<file path="src/rtl/subset_scan_ctrl_if.sv">
// rtl/subset_scan_ctrl_if.sv - config, evaluator and row-stream signals of the subset scan controller
// active_count is present only when SUBSET_SCAN_POPCOUNT_EN is defined.
interface subset_scan_ctrl_if #(
    parameter int GRID_W  = 16,
    parameter int COUNT_W = 11
);
    logic              cfg_valid;
    logic              cfg_ready;
    logic [23:0]       cfg_central;
    logic [23:0]       cfg_radius_sq;
    logic [1:0]        cfg_mode;
    logic [23:0]       eval_central;
    logic [23:0]       eval_radius_sq;
    logic [1:0]        eval_mode;
    logic [4:0]        eval_x;
    logic [4:0]        eval_y;
    logic              eval_activated;
    logic              row_valid;
    logic              row_ready;
    logic [GRID_W-1:0] row_data;
    logic [4:0]        row_index;
    logic              frame_done;
    logic              busy;
`ifdef SUBSET_SCAN_POPCOUNT_EN
    logic [COUNT_W-1:0] active_count;
`endif

    modport master (
`ifdef SUBSET_SCAN_POPCOUNT_EN
        input  active_count,
`endif
        output cfg_valid, cfg_central, cfg_radius_sq, cfg_mode, eval_activated, row_ready,
        input  cfg_ready, eval_central, eval_radius_sq, eval_mode, eval_x, eval_y,
        input  row_valid, row_data, row_index, frame_done, busy
    );

    modport slave (
`ifdef SUBSET_SCAN_POPCOUNT_EN
        output active_count,
`endif
        input  cfg_valid, cfg_central, cfg_radius_sq, cfg_mode, eval_activated, row_ready,
        output cfg_ready, eval_central, eval_radius_sq, eval_mode, eval_x, eval_y,
        output row_valid, row_data, row_index, frame_done, busy
    );
endinterface

</file>
<file path="src/rtl/subset_scan_ctrl.sv">
// rtl/subset_scan_ctrl.sv - frame-scan sequencer sweeping the subset evaluator and emitting packed rows
// Optional per-frame activated-pixel counter enabled by SUBSET_SCAN_POPCOUNT_EN.
module subset_scan_ctrl #(
    parameter int GRID_W  = 16,
    parameter int GRID_H  = 16,
    parameter int COUNT_W = 11
) (
    input  logic                clk,
    input  logic                rst_n,
    subset_scan_ctrl_if.slave   bus
);
    typedef enum logic [1:0] {IDLE, SCAN, EMIT} state_t;

    localparam logic [4:0] X_LAST = 5'(GRID_W - 1);
    localparam logic [4:0] Y_LAST = 5'(GRID_H - 1);

    state_t            state_q, state_d;
    logic [4:0]        x_q, x_d;
    logic [4:0]        y_q, y_d;
    logic [GRID_W-1:0] row_sr_q, row_sr_d;
    logic [GRID_W-1:0] row_data_q, row_data_d;
    logic [4:0]        row_index_q, row_index_d;
    logic              row_valid_q, row_valid_d;
    logic              frame_done_q, frame_done_d;
    logic [23:0]       central_q, central_d;
    logic [23:0]       radius_sq_q, radius_sq_d;
    logic [1:0]        mode_q, mode_d;
`ifdef SUBSET_SCAN_POPCOUNT_EN
    logic [COUNT_W-1:0] count_q, count_d;
`endif

    always_comb begin
        state_d      = state_q;
        x_d          = x_q;
        y_d          = y_q;
        row_sr_d     = row_sr_q;
        row_data_d   = row_data_q;
        row_index_d  = row_index_q;
        row_valid_d  = row_valid_q;
        frame_done_d = 1'b0;
        central_d    = central_q;
        radius_sq_d  = radius_sq_q;
        mode_d       = mode_q;
`ifdef SUBSET_SCAN_POPCOUNT_EN
        count_d      = count_q;
`endif
        case (state_q)
            IDLE: begin
                if (bus.cfg_valid) begin
                    central_d   = bus.cfg_central;
                    radius_sq_d = bus.cfg_radius_sq;
                    mode_d      = bus.cfg_mode;
                    x_d         = '0;
                    y_d         = '0;
                    row_sr_d    = '0;
`ifdef SUBSET_SCAN_POPCOUNT_EN
                    count_d     = '0;
`endif
                    state_d     = SCAN;
                end
            end
            SCAN: begin
                for (int i = 0; i < GRID_W; i++) begin
                    if (x_q == 5'(i)) row_sr_d[i] = bus.eval_activated;
                end
`ifdef SUBSET_SCAN_POPCOUNT_EN
                if (bus.eval_activated) count_d = count_q + {{(COUNT_W-1){1'b0}}, 1'b1};
`endif
                // The last pixel's bit is folded in on the same edge the row is published.
                if (x_q == X_LAST) begin
                    x_d         = '0;
                    row_data_d  = row_sr_d;
                    row_index_d = y_q;
                    row_valid_d = 1'b1;
                    state_d     = EMIT;
                end else begin
                    x_d = x_q + 5'd1;
                end
            end
            EMIT: begin
                if (bus.row_ready) begin
                    row_valid_d = 1'b0;
                    if (y_q == Y_LAST) begin
                        y_d          = '0;
                        frame_done_d = 1'b1;
                        state_d      = IDLE;
                    end else begin
                        y_d     = y_q + 5'd1;
                        state_d = SCAN;
                    end
                end
            end
            default: state_d = IDLE;
        endcase
    end

    always_ff @(posedge clk or negedge rst_n) begin
        if (!rst_n) begin
            state_q      <= IDLE;
            x_q          <= '0;
            y_q          <= '0;
            row_sr_q     <= '0;
            row_data_q   <= '0;
            row_index_q  <= '0;
            row_valid_q  <= 1'b0;
            frame_done_q <= 1'b0;
            central_q    <= '0;
            radius_sq_q  <= '0;
            mode_q       <= '0;
`ifdef SUBSET_SCAN_POPCOUNT_EN
            count_q      <= '0;
`endif
        end else begin
            state_q      <= state_d;
            x_q          <= x_d;
            y_q          <= y_d;
            row_sr_q     <= row_sr_d;
            row_data_q   <= row_data_d;
            row_index_q  <= row_index_d;
            row_valid_q  <= row_valid_d;
            frame_done_q <= frame_done_d;
            central_q    <= central_d;
            radius_sq_q  <= radius_sq_d;
            mode_q       <= mode_d;
`ifdef SUBSET_SCAN_POPCOUNT_EN
            count_q      <= count_d;
`endif
        end
    end

    assign bus.cfg_ready      = (state_q == IDLE);
    assign bus.busy           = (state_q != IDLE);
    assign bus.eval_central   = central_q;
    assign bus.eval_radius_sq = radius_sq_q;
    assign bus.eval_mode      = mode_q;
    assign bus.eval_x         = x_q;
    assign bus.eval_y         = y_q;
    assign bus.row_valid      = row_valid_q;
    assign bus.row_data       = row_data_q;
    assign bus.row_index      = row_index_q;
    assign bus.frame_done     = frame_done_q;
`ifdef SUBSET_SCAN_POPCOUNT_EN
    assign bus.active_count   = count_q;
`endif
endmodule

</file>
<file path="src/flat_wrapper.sv">
// flat-port wrapper written by rule: the top's interface ports become plain ports
module subset_scan_ctrl_flat 
#(
    parameter int GRID_W  = 16,
    parameter int GRID_H  = 16,
    parameter int COUNT_W = 11
)
  (clk, rst_n, bus_cfg_valid, bus_cfg_central, bus_cfg_radius_sq, bus_cfg_mode, bus_eval_activated, bus_row_ready, bus_cfg_ready, bus_eval_central, bus_eval_radius_sq, bus_eval_mode, bus_eval_x, bus_eval_y, bus_row_valid, bus_row_data, bus_row_index, bus_frame_done, bus_busy);
  subset_scan_ctrl_if #(.GRID_W(GRID_W), .COUNT_W(COUNT_W)) bus_i ();
  input  logic clk;
  input  logic rst_n;
  input wire logic [$bits(bus_i.cfg_valid)-1:0] bus_cfg_valid;
  input wire logic [$bits(bus_i.cfg_central)-1:0] bus_cfg_central;
  input wire logic [$bits(bus_i.cfg_radius_sq)-1:0] bus_cfg_radius_sq;
  input wire logic [$bits(bus_i.cfg_mode)-1:0] bus_cfg_mode;
  input wire logic [$bits(bus_i.eval_activated)-1:0] bus_eval_activated;
  input wire logic [$bits(bus_i.row_ready)-1:0] bus_row_ready;
  output wire logic [$bits(bus_i.cfg_ready)-1:0] bus_cfg_ready;
  output wire logic [$bits(bus_i.eval_central)-1:0] bus_eval_central;
  output wire logic [$bits(bus_i.eval_radius_sq)-1:0] bus_eval_radius_sq;
  output wire logic [$bits(bus_i.eval_mode)-1:0] bus_eval_mode;
  output wire logic [$bits(bus_i.eval_x)-1:0] bus_eval_x;
  output wire logic [$bits(bus_i.eval_y)-1:0] bus_eval_y;
  output wire logic [$bits(bus_i.row_valid)-1:0] bus_row_valid;
  output wire logic [$bits(bus_i.row_data)-1:0] bus_row_data;
  output wire logic [$bits(bus_i.row_index)-1:0] bus_row_index;
  output wire logic [$bits(bus_i.frame_done)-1:0] bus_frame_done;
  output wire logic [$bits(bus_i.busy)-1:0] bus_busy;
  assign bus_i.cfg_valid = bus_cfg_valid;
  assign bus_i.cfg_central = bus_cfg_central;
  assign bus_i.cfg_radius_sq = bus_cfg_radius_sq;
  assign bus_i.cfg_mode = bus_cfg_mode;
  assign bus_i.eval_activated = bus_eval_activated;
  assign bus_i.row_ready = bus_row_ready;
  assign bus_cfg_ready = bus_i.cfg_ready;
  assign bus_eval_central = bus_i.eval_central;
  assign bus_eval_radius_sq = bus_i.eval_radius_sq;
  assign bus_eval_mode = bus_i.eval_mode;
  assign bus_eval_x = bus_i.eval_x;
  assign bus_eval_y = bus_i.eval_y;
  assign bus_row_valid = bus_i.row_valid;
  assign bus_row_data = bus_i.row_data;
  assign bus_row_index = bus_i.row_index;
  assign bus_frame_done = bus_i.frame_done;
  assign bus_busy = bus_i.busy;
  subset_scan_ctrl #(.GRID_W(GRID_W), .GRID_H(GRID_H), .COUNT_W(COUNT_W)) u_core (.clk(clk), .rst_n(rst_n), .bus(bus_i));
endmodule
</file>
<file path="config.mk">
export PLATFORM = sky130hd
export DESIGN_NAME = subset_scan_ctrl_flat
export DESIGN_NICKNAME = d
export VERILOG_FILES = /design/src/rtl/subset_scan_ctrl_if.sv /design/src/rtl/subset_scan_ctrl.sv /design/src/flat_wrapper.sv
export SDC_FILE = /design/constraint.sdc
export NUM_CORES = 1
export LEC_CHECK = 0
export CAP_MARGIN = 20
export CORE_ASPECT_RATIO = 1.2
export CORE_MARGIN = 5
export CORE_UTILIZATION = 42
export CTS_CLUSTER_DIAMETER = 80
export CTS_CLUSTER_SIZE = 40
export DETAILED_ROUTE_END_ITERATION = 10
export PLACE_DENSITY = 0.76
export SLEW_MARGIN = 10
export SYNTH_ARGS = -nofsm -noshare
export SYNTH_HDL_FRONTEND = slang
export SYNTH_SLANG_ARGS = --single-unit
</file>
<file path="constraint.sdc">
create_clock -name clk -period 1.8 [get_ports clk]
set_clock_uncertainty 0.2 [all_clocks]
set_input_delay 0.54 -clock clk [delete_from_list [all_inputs] [get_ports clk]]
set_output_delay 0.54 -clock clk [all_outputs]
set_load 0.03 [all_outputs]
</file>
==> results of run 1 <==
cells in the final DEF (no fill, tap or decap), drive strengths merged, types with 6 or more instances in the layout:
| master | synthesis | final |
|---|---|---|
| clkdlybuf4s50 | 0 | 52 |
| nand4b | 6 | 6 |
| nor2 | 7 | 7 |
| o31ai | 16 | 16 |
| mux2 | 6 | 6 |
| mux2i | 17 | 17 |
| dfrtp | 100 | 100 |
| clkbuf | 11 | 18 |
| inv | 6 | 6 |
| nand3 | 21 | 21 |
| nand2 | 154 | 154 |
| clkdlybuf4s15 | 0 | 49 |
| and4bb | 8 | 8 |
| o21ai | 39 | 39 |
| buf | 21 | 66 |
area by class of cell:
class,instances,area share
clock buffer,13,0.0392
clock inverter,3,0.00321
inverter,6,0.00340
multi-input combinational,302,0.273
sequential,100,0.378
tap,129,0.0243
timing repair buffer,174,0.279
critical path, delay by kind of cell, from the launching register on:
kind | cells | cell delay [ns]
buffers and inverters | 3 | 0.27
DFF | 1 | 0.38
and+or+nand+nor | 1 | 0.25
power by group through the flow:
stage / sequential [mW] / clock (mW) / combinational (mW)
floorplan: 5.23 / 0 / 1.94
global placement: 3.71 / 0 / 5.70
detailed placement: 3.76 / 0 / 5.83
CTS: 3.72 / 1.87 / 5.81
global route: 3.88 / 1.96 / 6.47
finish: 3.75 / 1.83 / 5.99
cell families after synthesis:
| family | after synthesis | share of synthesized area |
|---|---|---|
| AND/OR/NAND/NOR | 210 | 0.237 |
| multiplexers | 23 | 0.0535 |
| AO/OA/AOI/OAI | 63 | 0.0841 |
| buffers and inverters | 38 | 0.0470 |
| XOR/XNOR | 1 | 0.00197 |
| adder cells (fa/ha/maj) | 5 | 0.0141 |
| flip-flops | 100 | 0.563 |
worst max path at each step:
stage	startpoint	end	cells after the start
finish	u_core.state_q[1]	bus_cfg_ready	4
global route	u_core.state_q[1]	bus_cfg_ready	4
CTS	u_core.state_q[1]	bus_cfg_ready	4
detailed placement	bus_cfg_valid	u_core.row_sr_q[0]	5
global placement	bus_cfg_valid	u_core.row_sr_q[8]	5
floorplan	u_core.state_q[0]	bus_cfg_ready	3
flip-flops by register name (all words and copies together), names as in the netlist:
register and cells:
u_core.bus.eval_x 5, u_core.bus.eval_y 5, u_core.row_sr_q 15, u_core.bus.eval_mode 2
u_core.bus.row_valid 1, u_core.bus.eval_radius_sq 24, u_core.bus.frame_done 1, u_core.state_q 2
u_core.bus.eval_central 24, u_core.bus.row_index 5, u_core.bus.row_data 16
through the flow:
stage           util  instances
3_5_place_dp   0.578        700
2_1_floorplan      -        440
6_report       0.634        727
4_1_cts        0.618        721
5_1_grt        0.634        727
3_3_place_gp   0.578        700
metal layers:
metal	vias up	routed length (um)	GRT usage
li1	1782	-	-
met1	1707	4760	0.215
met2	112	5850	0.297
met3	19	927	0.0594
met4	0	257	0.0729
met5	-	0	0
what timing repair did:
item,CTS,global route
endpoints found under the hold margin,1,0
gates cloned,0,3
pin swaps,1,8
hold buffers,1,0
resized for setup,169,23
setup buffers,4,3
endpoints found under the setup margin,129,32
==> out/results.ini, run 1 <==
[outcome]
outcome=finished with violations
violations=setup timing

[cells_and_area]
drive_above_1_share=0.283
layout.area.seq_um2=2510
nets=653
diodes=0
multiInputGateArea_um2=1810
fill_cells=876
area_growth_syn_to_layout_pct=49.1
fin_area_um2=6630

[setup_path]
cp-end-kind=output pin
r2r_slack_ns=0.04
rr_startpoint=u_core.bus.eval_x[0]
critical-path-slowest-cell=dfrtp_1
r2r_end=u_core.bus.row_data[3]
crit_fanout=2
cp_common_cell=buf_6
start_kind=register
reg2regPathDepth=5
slowest_delay_ns=0.38
required_ns=1.06
path_class=reg -> out
path_cells=or2_4 > buf_6 > inv_2 > buf_6
cp_data_arrival_time_ns=1.23

[power]
seqPwrFrac=0.324
p_sw_mw=4.93
leakagePower_nw=3.10
powerDensity_nw_per_um2=1740
p_total_mw=11.6
clkPwrFrac=0.158
pwr-share-comb=0.518
switching_share=0.427
ir_drop_mv=1.03
p_int_mw=6.63

[floorplan]
die_w_um=104
core_um2=10500
top_level_ports=140
dieArea_um2=12800
die_h_um=123
fp-row-count=41
start_util=0.425

[worst_hold_path]
hold_depth=2
hold_start=u_core.bus.eval_radius_sq[1]
hold_path.class=reg -> reg
whs_endpoint=u_core.bus.eval_radius_sq[1]

[timing]
finalSetupTns_ns=-0.255
post-route-min-period_ns=1.97
max_slew_margin=0.715
worst_slew_pin_slew_ns=0.416
whs_ns=0.274
rsz0062_at_grt=true
finalHoldViolCount=0
drv_slew=0
max_freq_mhz=507
period_share=1.10
finalWorstSetupSlack_ns=-0.172
finalSetupViolCount=2

[routing]
viasPerCell=4.98
first_pass_iters=4
drt-total-wl_mm=11.8
first_iter_violations=177
wl_per_cell_um=16.2
ant_nets=0
vias=3620
route.detailed.drc=0

[place]
pre_cts_ws_ns=-0.442
postPlaceCellArea_um2=6040
portBuffers=139
dp_hpwl_mm=7.90
place_congestion=0.806

[synthesis]
synth.distinct_cells=37
syn_area_um2=4450
synthTopCellsByCount=nand2_1, dfrtp_1, o21ai_1
ys_seq_area_frac=0.563
ys_async_sr_fraction=1.00
yosysWarnings=0
syn-num-nets=500
yosysTopAreaCellShare=0.563
yosys-top-cells-area=dfrtp_1, nand2_1, mux2i_1, o21ai_1, o31ai_1
synth.most_common_cell=nand2_1
synth_seq_cells=100
synth.avg_cell_area_um2=10.1
synth_top_area_cell=dfrtp_1
synth-edff-count=0
synth_cells=440
synthFlopType=dfrtp_1

[global_route]
grt_pass1_vias=3861
grt_usage=0.179
grt_antenna_before_repair=0
grt_pass1_wl_mm=18.7
gr-total-overflow=0
grt_start_max_net_pins=63

[cts]
cts_buffer_depth=2
cts.clk_slew.worst_paths_ns=0.07
htree_levels=3
cts_tree=done
worstSkewPairLatency_ns=0.34
cts_buffers=9
cts_sinks=100
cts_root_buf=clkbuf_16

[run]
drv_cap=0

Note: power is estimated with default switching activity, not from simulation.
==> run 2, diff against run 1 <==
--- a/config.mk
+++ b/config.mk
@@ -12,6 +12,7 @@
 export CTS_CLUSTER_DIAMETER = 80
 export CTS_CLUSTER_SIZE = 40
 export DETAILED_ROUTE_END_ITERATION = 10
+export GPL_TIMING_DRIVEN = 0
 export PLACE_DENSITY = 0.76
 export SLEW_MARGIN = 10
 export SYNTH_ARGS = -nofsm -noshare
==> run 2 against run 1 <==
The flow finishes with violations (hold timing, setup timing). Sequential power barely moved. Cell count is 1.1% higher. Sequential share of layout area grew 0.062 points. Sequential cell count unchanged. Non-clock buffer count is 8 higher. First-iteration DRC count decreased by 34%. Critical path depth did not move. Via count increased by 3.9%. Critical endpoint unchanged. Highest routed layer unchanged.
==> out/results.ini, run 2 (synthesized netlist as in run 1, its figures left out) <==
[outcome]
outcome=finished with violations
violations=hold timing, setup timing

[power]
leakagePower_nw=3.09  ; -0.46%
ir_drop_mv=0.969  ; -5.8%
powerDensity_nw_per_um2=1800  ; +3.5%

[timing]
whs_ns=-0.0176  ; -0.292 ns
finalSetupTns_ns=-0.393  ; -0.139 ns
post-route-min-period_ns=2.00  ; +0.0249 ns
max_slew_margin=0.629  ; -0.0853
drv_slew=0  ; unchanged
finalWorstSetupSlack_ns=-0.197  ; -0.0249 ns
finalSetupViolCount=2  ; unchanged
period_share=1.11  ; +0.0138
rsz0062_at_grt=true
worst_slew_pin_slew_ns=0.556  ; +0.140 ns
finalHoldViolCount=17  ; +17
max_freq_mhz=501  ; -1.2%

[cts]
cts_root_buf=clkbuf_16
cts_buffer_depth=2  ; unchanged
cts_sinks=100  ; unchanged
htree_levels=3  ; unchanged
cts_hold_buf=0  ; -1
cts_buffers=9  ; unchanged
cts_tree=done
worstSkewPairLatency_ns=0.34  ; about the same
cts.clk_slew.worst_paths_ns=0.07  ; about the same

[routing]
vias=3761  ; +3.9%
drt-total-wl_mm=12.4  ; +5.3%
route.detailed.drc=0  ; unchanged
wl_per_cell_um=16.9  ; +4.2%
viasPerCell=5.12  ; +2.8%
first_iter_violations=116  ; -34%
first_pass_iters=4  ; unchanged
ant_nets=0  ; unchanged

[setup_path]
critical_path.endpoint=bus_cfg_ready
required_ns=1.06  ; about the same
start_kind=register
crit_fanout=2  ; unchanged
reg2regPathDepth=5  ; unchanged
path_class=reg -> out
cp_data_arrival_time_ns=1.26  ; +0.03 ns
critPathLaunch=u_core.state_q[1]
r2r_slack_ns=0.04  ; about the same
cp-end-kind=output pin
rr_startpoint=u_core.state_q[1]
r2r_end=u_core.bus.eval_x[3]

[place]
place_congestion=0.794  ; -1.5%
dp_hpwl_mm=8.78  ; +11%
portBuffers=138  ; -0.72%

[floorplan]
fp-row-count=41  ; unchanged
die_h_um=123  ; unchanged
start_util=0.425  ; unchanged
dieArea_um2=12800  ; unchanged
top_level_ports=140  ; unchanged
core_um2=10500  ; unchanged
die_w_um=104  ; unchanged

[cells_and_area]
drive_above_1_share=0.302  ; +0.0194
area_growth_syn_to_layout_pct=49.0
fill_cells=871  ; -0.57%
layout_commonest_cell=nand2_1
diodes=0  ; unchanged
fin_util=0.633  ; -0.000717
nets=661  ; +1.2%
mostFrequentLayoutCells=nand2_1, dfrtp_1, clkdlybuf4s15_2

[global_route]
top_usage_layer=met2
grt_use_met3=0.0721  ; +0.0126
grt_pass1_wl_mm=19.6  ; +4.8%
grt_pass1_vias=3915  ; +1.4%
globalRouteMet1Util=0.212  ; -0.00260
gr-total-overflow=0  ; unchanged
grt_antenna_before_repair=0  ; unchanged
met2_usage=0.333  ; +0.0355
grt_start_max_net_pins=62  ; -1.6%
grt_usage=0.189  ; +0.0106

[run]
drv_cap=0  ; unchanged

[worst_hold_path]
hold_path.class=in -> async

-- run 2: cell count changes in the layout (fill, tap and decap cells not counted), sizes merged, moves of 3 or more --
cell,previous run,this run
buf,66,44
bufinv,0,3
clkbuf,18,33
clkdlybuf4s15,49,65
-- run 2: cell type report --
type	count	area, um2	area share
well taps	129	161	0.0244
clock buffers	12	256	0.0387
multi-input cells	302	1840	0.278
inverters	6	27.5	0.00416
flip-flops and latches	100	2510	0.379
plain buffers	31	229	0.0346
repair buffers	151	1500	0.227
clock inverters	4	95.1	0.0144
-- run 2: through the flow --
stage	power, mW	worst slack, ns	cells	cell area (um2)
after floorplan	7.17	-0.0867	440	4450
after global placement	9.45	-4.01	707	5990
after CTS	11.8	-0.210	730	6540
after detailed placement	9.61	-0.651	708	6020
after global routing	12.6	-0.255	735	6620
final	12.0	-0.197	735	6620
-- run 2: worst min path at each step --
| stage | depth (start not counted) | startpoint | slack [ns] | to |
|---|---|---|---|---|
| final | 1 | rst_n | -0.02 | u_core.bus.row_data[2] |
| after global routing | 1 | rst_n | 0.02 | u_core.bus.row_data[2] |
| after CTS | 1 | rst_n | 0.00007 | u_core.bus.row_data[1] |
| after detailed placement | 2 | u_core.bus.eval_radius_sq[3] | 0.26 | u_core.bus.eval_radius_sq[3] |
| after global placement | 2 | u_core.bus.eval_central[16] | 0.26 | u_core.bus.eval_central[16] |
| after floorplan | 0 | rst_n | 0.04 | u_core.bus.eval_central[0] |
-- run 2: critical path: stages (launching register included) --
cell and delay (ns):
dfrtp_1 0.39, buf_6 0.12, or2_4 0.24, inv_2 0.05
buf_6 0.12
-- run 2: repair_timing --
item,in CTS,in global routing
endpoints found under the setup margin,177,93
setup buffers,7,5
pin swaps,3,3
gates resized for setup,296,53
-- run 2: power breakdown --
group / internal, mW / switching (mW) / leakage [nW]
clock network: 1.43 / 0.832 / 0.173
logic: 2.32 / 3.65 / 1.66
registers: 3.17 / 0.545 / 1.25
-- run 2: metal layers --
| layer | wire length (um) | vias up | share of wire |
|---|---|---|---|
| li1 | - | 1799 | - |
| met1 | 4830 | 1824 | 0.39 |
| met2 | 6350 | 117 | 0.51 |
| met3 | 973 | 21 | 0.078 |
| met4 | 274 | 0 | 0.022 |
| met5 | 0 | - | 0 |
